--- src/rtl/inst_fetch_unit.sv ---
// Instruction fetch stage: owns the fetch PC, issues one word read at a time
// and buffers returned {pc, inst} pairs in an in-order prefetch queue.
//
// Ports:
//   clock, reset            clock; async active-high reset
//   mem_req/mem_addr        read request and word address (fetch_pc[31:2])
//   mem_gnt                 request accepted this cycle
//   mem_rvalid/mem_rdata    in-order read response
//   redirect/redirect_pc    flush the queue and restart at a new PC
//   inst_valid/inst/inst_pc queue head, popped when inst_ready is high
module inst_fetch_unit #(
  parameter int unsigned DEPTH    = 4,
  parameter logic [31:0] RESET_PC = 32'h0000_0000
) (
  input  logic        clock,
  input  logic        reset,
  output logic        mem_req,
  output logic [29:0] mem_addr,
  input  logic        mem_gnt,
  input  logic        mem_rvalid,
  input  logic [31:0] mem_rdata,
  input  logic        redirect,
  input  logic [31:0] redirect_pc,
  output logic        inst_valid,
  output logic [31:0] inst,
  output logic [31:0] inst_pc,
  input  logic        inst_ready
);

  localparam int AW = $clog2(DEPTH);
  localparam int CW = AW + 1;

  logic [31:0]   fetch_pc;
  logic [31:0]   req_pc;
  logic          pending;
  logic          discard;
  logic [AW-1:0] rd_ptr;
  logic [AW-1:0] wr_ptr;
  logic [CW-1:0] count;

  logic [31:0]   q_pc   [DEPTH];
  logic [31:0]   q_inst [DEPTH];

  logic grant;
  logic resp;
  logic push;
  logic pop;

  assign mem_req    = !pending && (count < CW'(DEPTH)) && !redirect;
  assign mem_addr   = fetch_pc[31:2];
  assign inst_valid = (count != '0);
  assign inst       = q_inst[rd_ptr];
  assign inst_pc    = q_pc[rd_ptr];

  assign grant = mem_req && mem_gnt;
  // A response with nothing outstanding is a protocol error: ignored.
  assign resp  = mem_rvalid && pending;
  assign push  = resp && !discard && !redirect;
  assign pop   = inst_valid && inst_ready && !redirect;

  always_ff @(posedge clock or posedge reset) begin
    if (reset) begin
      fetch_pc <= RESET_PC;
      req_pc   <= '0;
      pending  <= 1'b0;
      discard  <= 1'b0;
      rd_ptr   <= '0;
      wr_ptr   <= '0;
      count    <= '0;
    end else if (redirect) begin
      fetch_pc <= redirect_pc & ~32'd3;
      rd_ptr   <= '0;
      wr_ptr   <= '0;
      count    <= '0;
      if (resp) begin
        // The outstanding response drains now, so nothing is left to drop.
        pending <= 1'b0;
        discard <= 1'b0;
      end else if (pending) begin
        discard <= 1'b1;
      end
    end else begin
      if (grant) begin
        pending  <= 1'b1;
        req_pc   <= fetch_pc;
        fetch_pc <= fetch_pc + 32'd4;
      end
      if (resp) begin
        pending <= 1'b0;
        if (discard) discard <= 1'b0;
      end
      if (push) wr_ptr <= wr_ptr + AW'(1);
      if (pop)  rd_ptr <= rd_ptr + AW'(1);
      unique case ({push, pop})
        2'b10:   count <= count + CW'(1);
        2'b01:   count <= count - CW'(1);
        default: count <= count;
      endcase
    end
  end

  // Queue storage needs no reset; entries are only read when counted valid.
  always_ff @(posedge clock) begin
    if (push) begin
      q_pc[wr_ptr]   <= req_pc;
      q_inst[wr_ptr] <= mem_rdata;
    end
  end

endmodule
--- config.mk ---
export PLATFORM = sky130hd
export DESIGN_NAME = inst_fetch_unit
export DESIGN_NICKNAME = d
export VERILOG_FILES = /design/src/rtl/inst_fetch_unit.sv
export SDC_FILE = /design/constraint.sdc
export NUM_CORES = 1
export LEC_CHECK = 0
export CORE_ASPECT_RATIO = 1.2
export CORE_UTILIZATION = 49
export DETAILED_ROUTE_END_ITERATION = 8
export PLACE_DENSITY = 0.76
export SYNTH_ARGS = -nofsm -noshare
export SYNTH_HDL_FRONTEND = slang
export SYNTH_SLANG_ARGS = --single-unit
--- constraint.sdc ---
create_clock -name clock -period 2.6 [get_ports clock]
set_input_delay 0.52 -clock clock [delete_from_list [all_inputs] [get_ports clock]]
set_output_delay 0.52 -clock clock [all_outputs]
set_load 0.02 [all_outputs]
==> results by group, run 1 <==
Power and ir drop
  • Int Pwr: 10.4 mW
  • Peak supply drop: 0.473 mV
  • Sequential fraction of design power: 46.5%
  • Leak pwr: 5.39 nW
  • Sw frac: 26.9%
  • Pwr per Cell Area: 918 nW/µm²
  • Total power: 14.3 mW
  • NetSw: 3.85 mW
  • Combinational Power Share: 22.8%
  • Clock Power Share: 30.7%

Floorplanning
  • # rows: 63
  • Die X: 147 µm
  • Core Box Area: 24700 µm²
  • Chip Height: 176 µm
  • IO Count: 166
  • Full die area: 25800 µm²
  • Initial Util: 49.9%

Cells and area
  • Commonest non-fill, non-tap cell in the layout: edfxtp_1
  • # fillers: 1693
  • # diodes: 0
  • Layout cell share with drive strength beyond 1: 29.9%
  • Post-route cell area: 15600 µm²
  • Most frequent cells in the layout: 248 x edfxtp_1, 98 x clkdlybuf4s50_1, 67 x dfrtp_1
  • Fin util: 63.2%
  • Reg area: 9180 µm²
  • Synth-to-Final Area Change: 26.5%
  • Multi-input gate area: 3000 µm²
  • Finished Layout Cells: 1180
  • Layout Nets: 907

Synth
  • Cell variety after synth: 46
  • Synth warnings: 0
  • Syn_area_per_cell: 19.4 µm²
  • Synth area leader: edfxtp_1
  • Synthesized cell area: 12300 µm²
  • Syn Inst Count: 635
  • Register area share after synthesis: 74.5%
  • Yosys reg bits: 317
  • Synth top area cells: edfxtp_1 60%, dfrtp_1 14%, mux4_2 11%, mux2_2 2.9%, xor2_1 1.4%
  • Post-synth top area share: 60.5%

Route
  • DRT iter0 DRCs: 407
  • Drt pass-1 iters: 5
  • Avg Vias per Cell: 5.50
  • Routed Antenna Nets: 0
  • Post-Route WL: 25500 µm
  • Routed WL per cell: 21.6 µm
  • # DRC: 0
  • DR vias: 6488

Outcome
  • Failing checks: setup timing
  • Outcome: finished, violations left

STA
  • Hold Slack: 300 ps
  • RSZ-0062 raised after global routing: true
  • PnR worst setup slack: -49.5 ps
  • Final hold vios: 0
  • Max Slew Vio Count: 0
  • Fmax: 377 MHz
  • Fin crit period: 2650 ps
  • Final setup TNS: -424 ps
  • Setup Viol. Count Final: 14
  • Final critical-path share of the clock period: 102%
  • Clock Skew: 11.5 ps

Worst setup path
  • Worst EP required: 2080 ps
  • Worst-path maximum fanout: 11
  • Critical path class: reg -> out
  • Critical Path AT: 2130 ps
  • Crit start category: flip-flop
  • Endpoint class of the critical path: output pin

GRT
  • Vias in the first global route: 6940
  • First-pass GRT wire length: 39200 µm
  • Largest net degree at the start of global routing: 55
  • Tot GR Track Use: 19.9%
  • GR Overflow Total: 0
  • Antenna violations before repair: 0

Clocking
  • Sink Count: 317
  • CTS Root Cell: clkbuf_16
  • CTS Hold Bufs: 0
  • Worst-Skew Late Latency: 530 ps
  • CTS max path bufs: 3
  • CTS Buf Count: 30
  • H-Tree Depth: 1
  • CTS tree: yes
  • Clock transition at path regs: 60 ps

Place
  • Placed Instances: 1119
  • Gpl congestion: 0.835
  • Area post-placement: 14600 µm²
  • Place WS: 125 ps
  • IO buf count: 161
  • Post-DP HPWL: 16300 µm

Run
  • Max-Cap Viols: 0

Worst hold path
  • Worst min path class: in -> async
## path summary, 6_finish.rpt
| kind | from | to | slack [ps] | cells after the start |
|---|---|---|---|---|
| worst max-delay path | rd_ptr[0]$_DFFE_PP0P_ | inst_pc[29] | -50 | 3 |
| worst min-delay path | reset | req_pc[2]$_DFFE_PP0P_ | 300 | 2 |
| worst max register to register | fetch_pc[2]$_DFFE_PP0N_ | fetch_pc[20]$_DFFE_PP0N_ | 440 | 6 |
| worst min register to register | req_pc[26]$_DFFE_PP0P_ | q_pc[0][26]$_DFFE_PP_ | 520 | 0 |
| max in group asynchronous | reset | req_pc[20]$_DFFE_PP0P_ | 1670 | 3 |
| min in group clock | redirect | fetch_pc[4]$_DFFE_PP0N_ | 370 | 2 |
## synthesized netlist by cell type (all sizes together)
master	n
a21o	1
a21oi	4
a311oi	1
and2	9
and3	3
and3b	1
and4	2
buf	16
clkbuf	14
conb	1
dfrtp	69
edfxtp	248
fa	1
ha	5
inv	6
mux2	32
mux2i	3
mux4	62
nand2	39
nand2b	1
nand3	15
nand3b	3
nand4	13
nand4bb	1
nor2	11
nor2b	2
nor3	5
nor3b	2
nor4	3
nor4b	1
o211ai	2
o21ai	25
o311ai	2
o31a	1
or2	1
or3	1
or3b	1
or4	1
xnor2	8
xor2	19
## kinds of logic (layout without fill, tap and decap cells)
kind of cell / count (synthesis) / count (layout) / synth area share (%)
other: 1 / 2 / 0.0304
DFF: 317 / 317 / 74.5
buffers and inverters: 36 / 255 / 1.30
muxes: 97 / 97 / 14.5
adders and majority gates: 6 / 6 / 0.670
xor gates and xnor gates: 27 / 27 / 1.92
AOI/OAI and AO/OA: 36 / 36 / 1.65
and+or+nand+nor: 115 / 115 / 5.45
## cell type report
cell class | instances | area share (%)
repair buffers | 193 | 12.5
multi-input cells | 283 | 19.2
clock inverters | 19 | 1.04
well taps | 325 | 2.61
flip-flops and latches | 317 | 58.9
clock buffers | 37 | 5.60
inverters | 6 | 0.145
## registers in the layout, summed over array words and instances, names as in the netlist
register / flops
q_pc: 120
pending: 1
count: 3
req_pc: 30
fetch_pc: 30
discard: 1
q_inst: 128
rd_ptr: 2
wr_ptr: 2
## layer usage
metal  part of all wire (%)  track usage, %  vias up
met3                    5.9            3.77       26
met4                    1.2            4.34        0
met2                     52            35.3      213
met5                      0               0        -
li1                       -               -     2901
met1                     40            25.6     3348
## power by group through the flow
| stage | logic, mW | registers (mW) | clock network [mW] |
|---|---|---|---|
| 2_1_floorplan | 1.99 | 6.59 | 0 |
| 3_3_place_gp | 3.28 | 6.68 | 0 |
| 3_5_place_dp | 3.32 | 6.74 | 0 |
| 4_1_cts | 3.28 | 6.64 | 4.48 |
| 5_1_grt | 3.47 | 6.72 | 4.67 |
| 6_report | 3.26 | 6.65 | 4.39 |
## repair_timing
item / in CTS / in global routing
pin swaps: 0 / 0
setup buffers: 1 / 1
resized for setup: 219 / 7
gates cloned: 2 / 1
setup endpoints to repair: 62 / 41
## critical path, cell delays in order, from the launching register on
cell and delay (ps):
dfrtp_4 470, bufbuf_16 320, mux4_2 530, clkdlybuf4s15_2 270
Note: power is estimated with default switching activity, not from simulation.
==> run 2, diff against run 1 <==
PLACE_DENSITY = unset   (was 0.76)
PLACE_DENSITY_LB_ADDON = 0.08   (was unset)
SETUP_SLACK_MARGIN = 0.02   (was unset)
==> results by group, run 2 (same netlist as run 1, synthesis figures left out) <==
Power and ir drop
  • Peak supply drop: 0.613 mV (+30%)
  • Pwr per Cell Area: 920 nW/µm² (+0.30%)
  • Sw frac: 26.5% (-0.39 points)
  • Clock Power Share: 30.0% (-0.7 points)
  • Combinational Power Share: 23.8% (+1.0 points)
  • NetSw: 3.81 mW (-1.1%)
  • Sequential fraction of design power: 46.2% (-0.3 points)
  • Leak pwr: 5.42 nW (+0.50%)
  • Int Pwr: 10.5 mW (+0.87%)

Worst setup path
  • Worst-path maximum fanout: 10 (-1)
  • Endpoint class of the critical path: output pin
  • Critical path class: reg -> out
  • Crit start category: flip-flop
  • Critical Path AT: 2080 ps (-50 ps)
  • Worst EP required: 2080 ps (about the same)

Floorplanning
  • Full die area: 25800 µm² (unchanged)
  • Core Box Area: 24700 µm² (unchanged)
  • IO Count: 166 (unchanged)
  • Initial Util: 49.9% (unchanged)
  • Chip Height: 176 µm (unchanged)
  • # rows: 63 (unchanged)
  • Die X: 147 µm (unchanged)

Run
  • Max-Cap Viols: 0 (unchanged)

Cells and area
  • Finished Layout Cells: 1187 (+0.59%)
  • Synth-to-Final Area Change: 26.5% (about the same)
  • Layout Nets: 914 (+0.77%)
  • Most flop-heavy register: q_inst
  • Most frequent cells in the layout: 248 x edfxtp_1, 98 x clkdlybuf4s50_1, 67 x dfrtp_1
  • Largest register FFs: 128 (unchanged)
  • Largest regs: q_inst x128, q_pc x120
  • Layout cell share with drive strength beyond 1: 29.6% (-0.36 points)
  • Commonest non-fill, non-tap cell in the layout: edfxtp_1
  • # diodes: 0 (unchanged)
  • Fin util: 63.2% (about the same)

Clocking
  • CTS Buf Count: 30 (unchanged)
  • Worst-Skew Late Latency: 530 ps (about the same)
  • CTS tree: yes
  • Clock transition at path regs: 60 ps (about the same)
  • CTS max path bufs: 3 (unchanged)
  • H-Tree Depth: 1 (unchanged)
  • Sink Count: 317 (unchanged)
  • CTS Root Cell: clkbuf_16

STA
  • Fin crit period: 2600 ps (-53.0 ps)
  • RSZ-0062 raised after global routing: true
  • Final critical-path share of the clock period: 99.9% (-2.0 points)
  • Max Slew Vio Count: 0 (unchanged)
  • Setup Viol. Count Final: 0 (-14)
  • Hold Slack: 335 ps (+34.4 ps)
  • Final hold vios: 0 (unchanged)
  • Fmax: 385 MHz (+2.0%)
  • Clock Skew: 6.69 ps (-4.85 ps)

GRT
  • First-pass GRT wire length: 38600 µm (-1.7%)
  • Tot GR Track Use: 19.6% (-0.35 points)
  • Antenna violations before repair: 0 (unchanged)
  • Largest net degree at the start of global routing: 59 (+7.3%)
  • GR Overflow Total: 0 (unchanged)
  • Vias in the first global route: 6883 (-0.82%)

Route
  • Avg Vias per Cell: 5.46 (-0.67%)
  • Routed Antenna Nets: 0 (unchanged)
  • # DRC: 0 (unchanged)
  • DR vias: 6483 (-0.077%)
  • Post-Route WL: 25100 µm (-1.4%)
  • DRT iter0 DRCs: 320 (-21%)
  • Routed WL per cell: 21.2 µm (-2.0%)
  • Drt pass-1 iters: 4 (-1)

Place
  • Gpl congestion: 0.841 (+0.69%)
  • Placed Instances: 1120 (+0.089%)
  • Post-DP HPWL: 15900 µm (-2.0%)
  • IO buf count: 161 (unchanged)

Worst hold path
  • Worst min path class: in -> async

Outcome
  • Outcome: finished, final reports clean
run 2: cell type report:
type / instances / area, µm²
timing repair buffer: 200 / 1990
inverter: 6 / 22.5
clock inverter: 18 / 185
fill: 1752 / 9080
multi-input combinational: 283 / 3000
clock buffer: 38 / 802
sequential: 317 / 9180
tap: 325 / 407
run 2: per-stage QoR:
step	area [µm²]	total power, mW	setup TNS, ps	worst slack, ps
final	15600	14.3	0	3.50
after global routing	15600	14.9	-562	-60.0
after CTS	15500	14.2	-374	-63.3
after floorplan	12300	8.58	0	340
after global placement	14600	9.96	0	169
after detailed placement	14600	10.1	0	125
run 2: path summary, 6_finish.rpt:
path,startpoint,to,slack [ps],cells past startpoint
setup / recovery,rd_ptr[0]$_DFFE_PP0P_,inst[1],4,5
hold / removal,reset,req_pc[31]$_DFFE_PP0P_,330,2
setup reg to reg,fetch_pc[8]$_DFFE_PP0N_,fetch_pc[28]$_DFFE_PP0N_,460,5
hold reg to reg,req_pc[24]$_DFFE_PP0P_,q_pc[1][24]$_DFFE_PP_,520,0
max in group asynchronous,reset,req_pc[27]$_DFFE_PP0P_,1770,3
min in group clock,redirect,count[2]$_DFFE_PP0P_,360,2
run 2: repair_timing:
item | 4_1_cts | 5_1_grt
setup buffers | 2 | 4
hold endpoints to repair | 0 | 0
gates cloned | 0 | 5
gates resized for setup | 195 | 41
endpoints found under the setup margin | 58 | 29
hold buffers | 0 | 0
run 2: routing by layer:
layer | GRT usage (%) | wire (µm) | up-vias
li1 | - | - | 2923
met1 | 26.9 | 10700 | 3353
met2 | 33.3 | 12900 | 174
met3 | 2.65 | 1050 | 33
met4 | 4.99 | 452 | 0
met5 | 0 | 0 | -
run 2: worst max-delay path, stage by stage (launching register included):
cell,delay [ps]
dfrtp_4,520
buf_12,150
buf_6,110
clkbuf_16,170
mux4_2,420
buf_2,170
run 2: power by group through the flow:
| stage | Sequential (mW) | Clock (mW) | Combinational, mW |
|---|---|---|---|
| floorplan | 6.59 | 0 | 1.99 |
| global placement | 6.68 | 0 | 3.28 |
| detailed placement | 6.74 | 0 | 3.32 |
| CTS | 6.64 | 4.40 | 3.16 |
| global route | 6.70 | 4.58 | 3.64 |
| finish | 6.63 | 4.30 | 3.41 |
==> run 3, diff against run 2 <==
CAP_MARGIN = 20   (was unset)
CORE_ASPECT_RATIO = unset   (was 1.2)
==> results by group, run 3 (same netlist as run 1, synthesis figures left out) <==
GRT
  • Antenna violations before repair: 0 (unchanged)
  • Largest net degree at the start of global routing: 54 (-8.5%)
  • Tot GR Track Use: 19.9% (+0.35 points)
  • GR Overflow Total: 0 (unchanged)
  • Vias in the first global route: 6965 (+1.2%)
  • First-pass GRT wire length: 39400 µm (+2.2%)

Power and ir drop
  • Peak supply drop: 0.585 mV (-4.6%)
  • Pwr per Cell Area: 935 nW/µm² (+1.5%)
  • Leak pwr: 5.44 nW (+0.39%)

Clocking
  • CTS Buf Count: 31 (+3.3%)
  • Clock transition at path regs: 60 ps (about the same)
  • Worst-Skew Late Latency: 560 ps (+30 ps)
  • H-Tree Depth: 1 (unchanged)
  • CTS Root Cell: clkbuf_16
  • CTS Hold Bufs: 0 (unchanged)
  • CTS max path bufs: 3 (unchanged)
  • Sink Count: 317 (unchanged)
  • CTS tree: yes

STA
  • Setup Viol. Count Final: 0 (unchanged)
  • Final critical-path share of the clock period: 99.0% (-0.87 points)
  • Fmax: 389 MHz (+0.88%)
  • Fin crit period: 2570 ps (-22.6 ps)
  • Relative slew slack: 65.4%
  • Max Slew Vio Count: 0 (unchanged)
  • Final hold vios: 0 (unchanged)
  • RSZ-0062 raised after global routing: true
  • Clock Skew: 9.71 ps (+3.02 ps)
  • Slew @ Worst Pin: 519 ps

Worst setup path
  • Endpoint class of the critical path: output pin
  • Critical path class: reg -> out
  • Crit start category: flip-flop
  • Cell Chain, Critical Path: buf_12 > buf_16 > buf_6 > mux4_2 > buf_6
  • Critical Path AT: 2050 ps (-30 ps)
  • Critical path's slowest cell: dfrtp_4
  • Flop-to-flop setup slack: 490 ps (+30 ps)
  • Most common cell on crit path: buf_6
  • Max incr delay on CP: 510 ps (about the same)
  • Worst EP required: 2080 ps (about the same)
  • Worst-path maximum fanout: 8 (-2)

Worst hold path
  • Worst min path class: in -> reg

Cells and area
  • Commonest non-fill, non-tap cell in the layout: edfxtp_1
  • Largest regs: q_inst x128, q_pc x120
  • Post-route cell area: 15600 µm² (+0.14%)
  • Layout Nets: 909 (-0.55%)
  • # diodes: 0 (unchanged)
  • Finished Layout Cells: 1182 (-0.42%)
  • Synth-to-Final Area Change: 26.7%
  • Layout cell share with drive strength beyond 1: 30.0% (+0.37 points)
  • Most flop-heavy register: q_inst
  • Largest register FFs: 128 (unchanged)
  • Most frequent cells in the layout: 248 x edfxtp_1, 96 x clkdlybuf4s50_1, 67 x dfrtp_1

Floorplanning
  • IO Count: 166 (unchanged)
  • Full die area: 25800 µm² (about the same)
  • Die X: 161 µm (+9.4%)
  • # rows: 57 (-9.5%)
  • Core Box Area: 24500 µm² (-0.85%)
  • Chip Height: 161 µm (-8.6%)
  • Initial Util: 50.4% (+0.43 points)

Outcome
  • Outcome: finished, final reports clean

Route
  • # DRC: 0 (unchanged)
  • Drt pass-1 iters: 4 (unchanged)
  • Avg Vias per Cell: 5.56 (+1.8%)
  • DR vias: 6575 (+1.4%)
  • Post-Route WL: 24800 µm (-1.2%)
  • DRT iter0 DRCs: 433 (+35%)
  • Routed Antenna Nets: 0 (unchanged)
  • Routed WL per cell: 21.0 µm (-0.78%)

Place
  • IO buf count: 161 (unchanged)
  • Gpl congestion: 0.844 (+0.37%)
  • Placed Instances: 1116 (-0.36%)
  • Post-DP HPWL: 15200 µm (-4.4%)
  • Area post-placement: 14600 µm² (-0.40%)

Run
  • Max-Cap Viols: 0 (unchanged)
-- run 3: cell types whose count changed in the layout (fill, tap and decap cells not counted), moves of 4 or more --
cell / previous run / this run
buf_6: 6 / 16
buf_12: 22 / 14
clkbuf_16: 36 / 32
buf_16: 0 / 5
clkbuf_1: 7 / 2
clkbuf_2: 8 / 1
buf_2: 51 / 47
-- run 3: path summary, 6_finish.rpt --
kind | start | to | depth (start not counted)
min reg2reg | req_pc[6]$_DFFE_PP0P_ | q_pc[3][6]$_DFFE_PP_ | 0
max | rd_ptr[0]$_DFFE_PP0P_ | inst_pc[5] | 5
min | redirect | fetch_pc[4]$_DFFE_PP0N_ | 2
max in group asynchronous | reset | rd_ptr[0]$_DFFE_PP0P_ | 3
min in group asynchronous | reset | fetch_pc[19]$_DFFE_PP0N_ | 2
max reg2reg | fetch_pc[11]$_DFFE_PP0N_ | fetch_pc[28]$_DFFE_PP0N_ | 5
-- run 3: area by class of cell --
class / count / area [µm²]
well taps: 324 / 405
inverters: 6 / 22.5
repair buffers: 194 / 1940
clock buffers: 35 / 811
flip-flops and latches: 317 / 9180
multi-input cells: 283 / 3000
fillers: 1699 / 8850
clock inverters: 23 / 256
-- run 3: metrics by stage --
stage | utilization [%] | TNS (ps) | total power, mW | worst slack, ps | hold WS [ps]
floorplan | - | 0 | 8.58 | 340 | 472
global placement | 59.6 | 0 | 9.95 | 161 | 484
global route | 63.8 | -797 | 15.2 | -40.1 | 274
detailed placement | 59.6 | 0 | 10.0 | 127 | 505
finish | 63.8 | 0 | 14.6 | 26.1 | 273
CTS | 63.9 | -591 | 14.7 | -101 | 241
-- run 3: routing by layer --
layer | wire length [µm] | track usage [%]
met5 | 0 | 0
met4 | 508 | 4.98
met3 | 1460 | 3.33
met2 | 12100 | 32.9
met1 | 10800 | 27.9
-- run 3: timing repair --
action	in CTS	in global routing
gates resized for setup	232	39
buffers inserted	4	1
cloned	2	1
endpoints found under the setup margin	63	58
-- run 3: critical path, delay by kind of cell, from the launching register on --
kind	cells	cell delay, ps
flops	1	510
buf+inv	4	560
mux	1	420
-- run 3: power breakdown --
group          internal [mW]  total [mW]  switching [mW]
sequential              6.15        6.62           0.468
clock                   2.74        4.59            1.85
combinational           1.79        3.38            1.59
total                   10.7        14.6            3.91
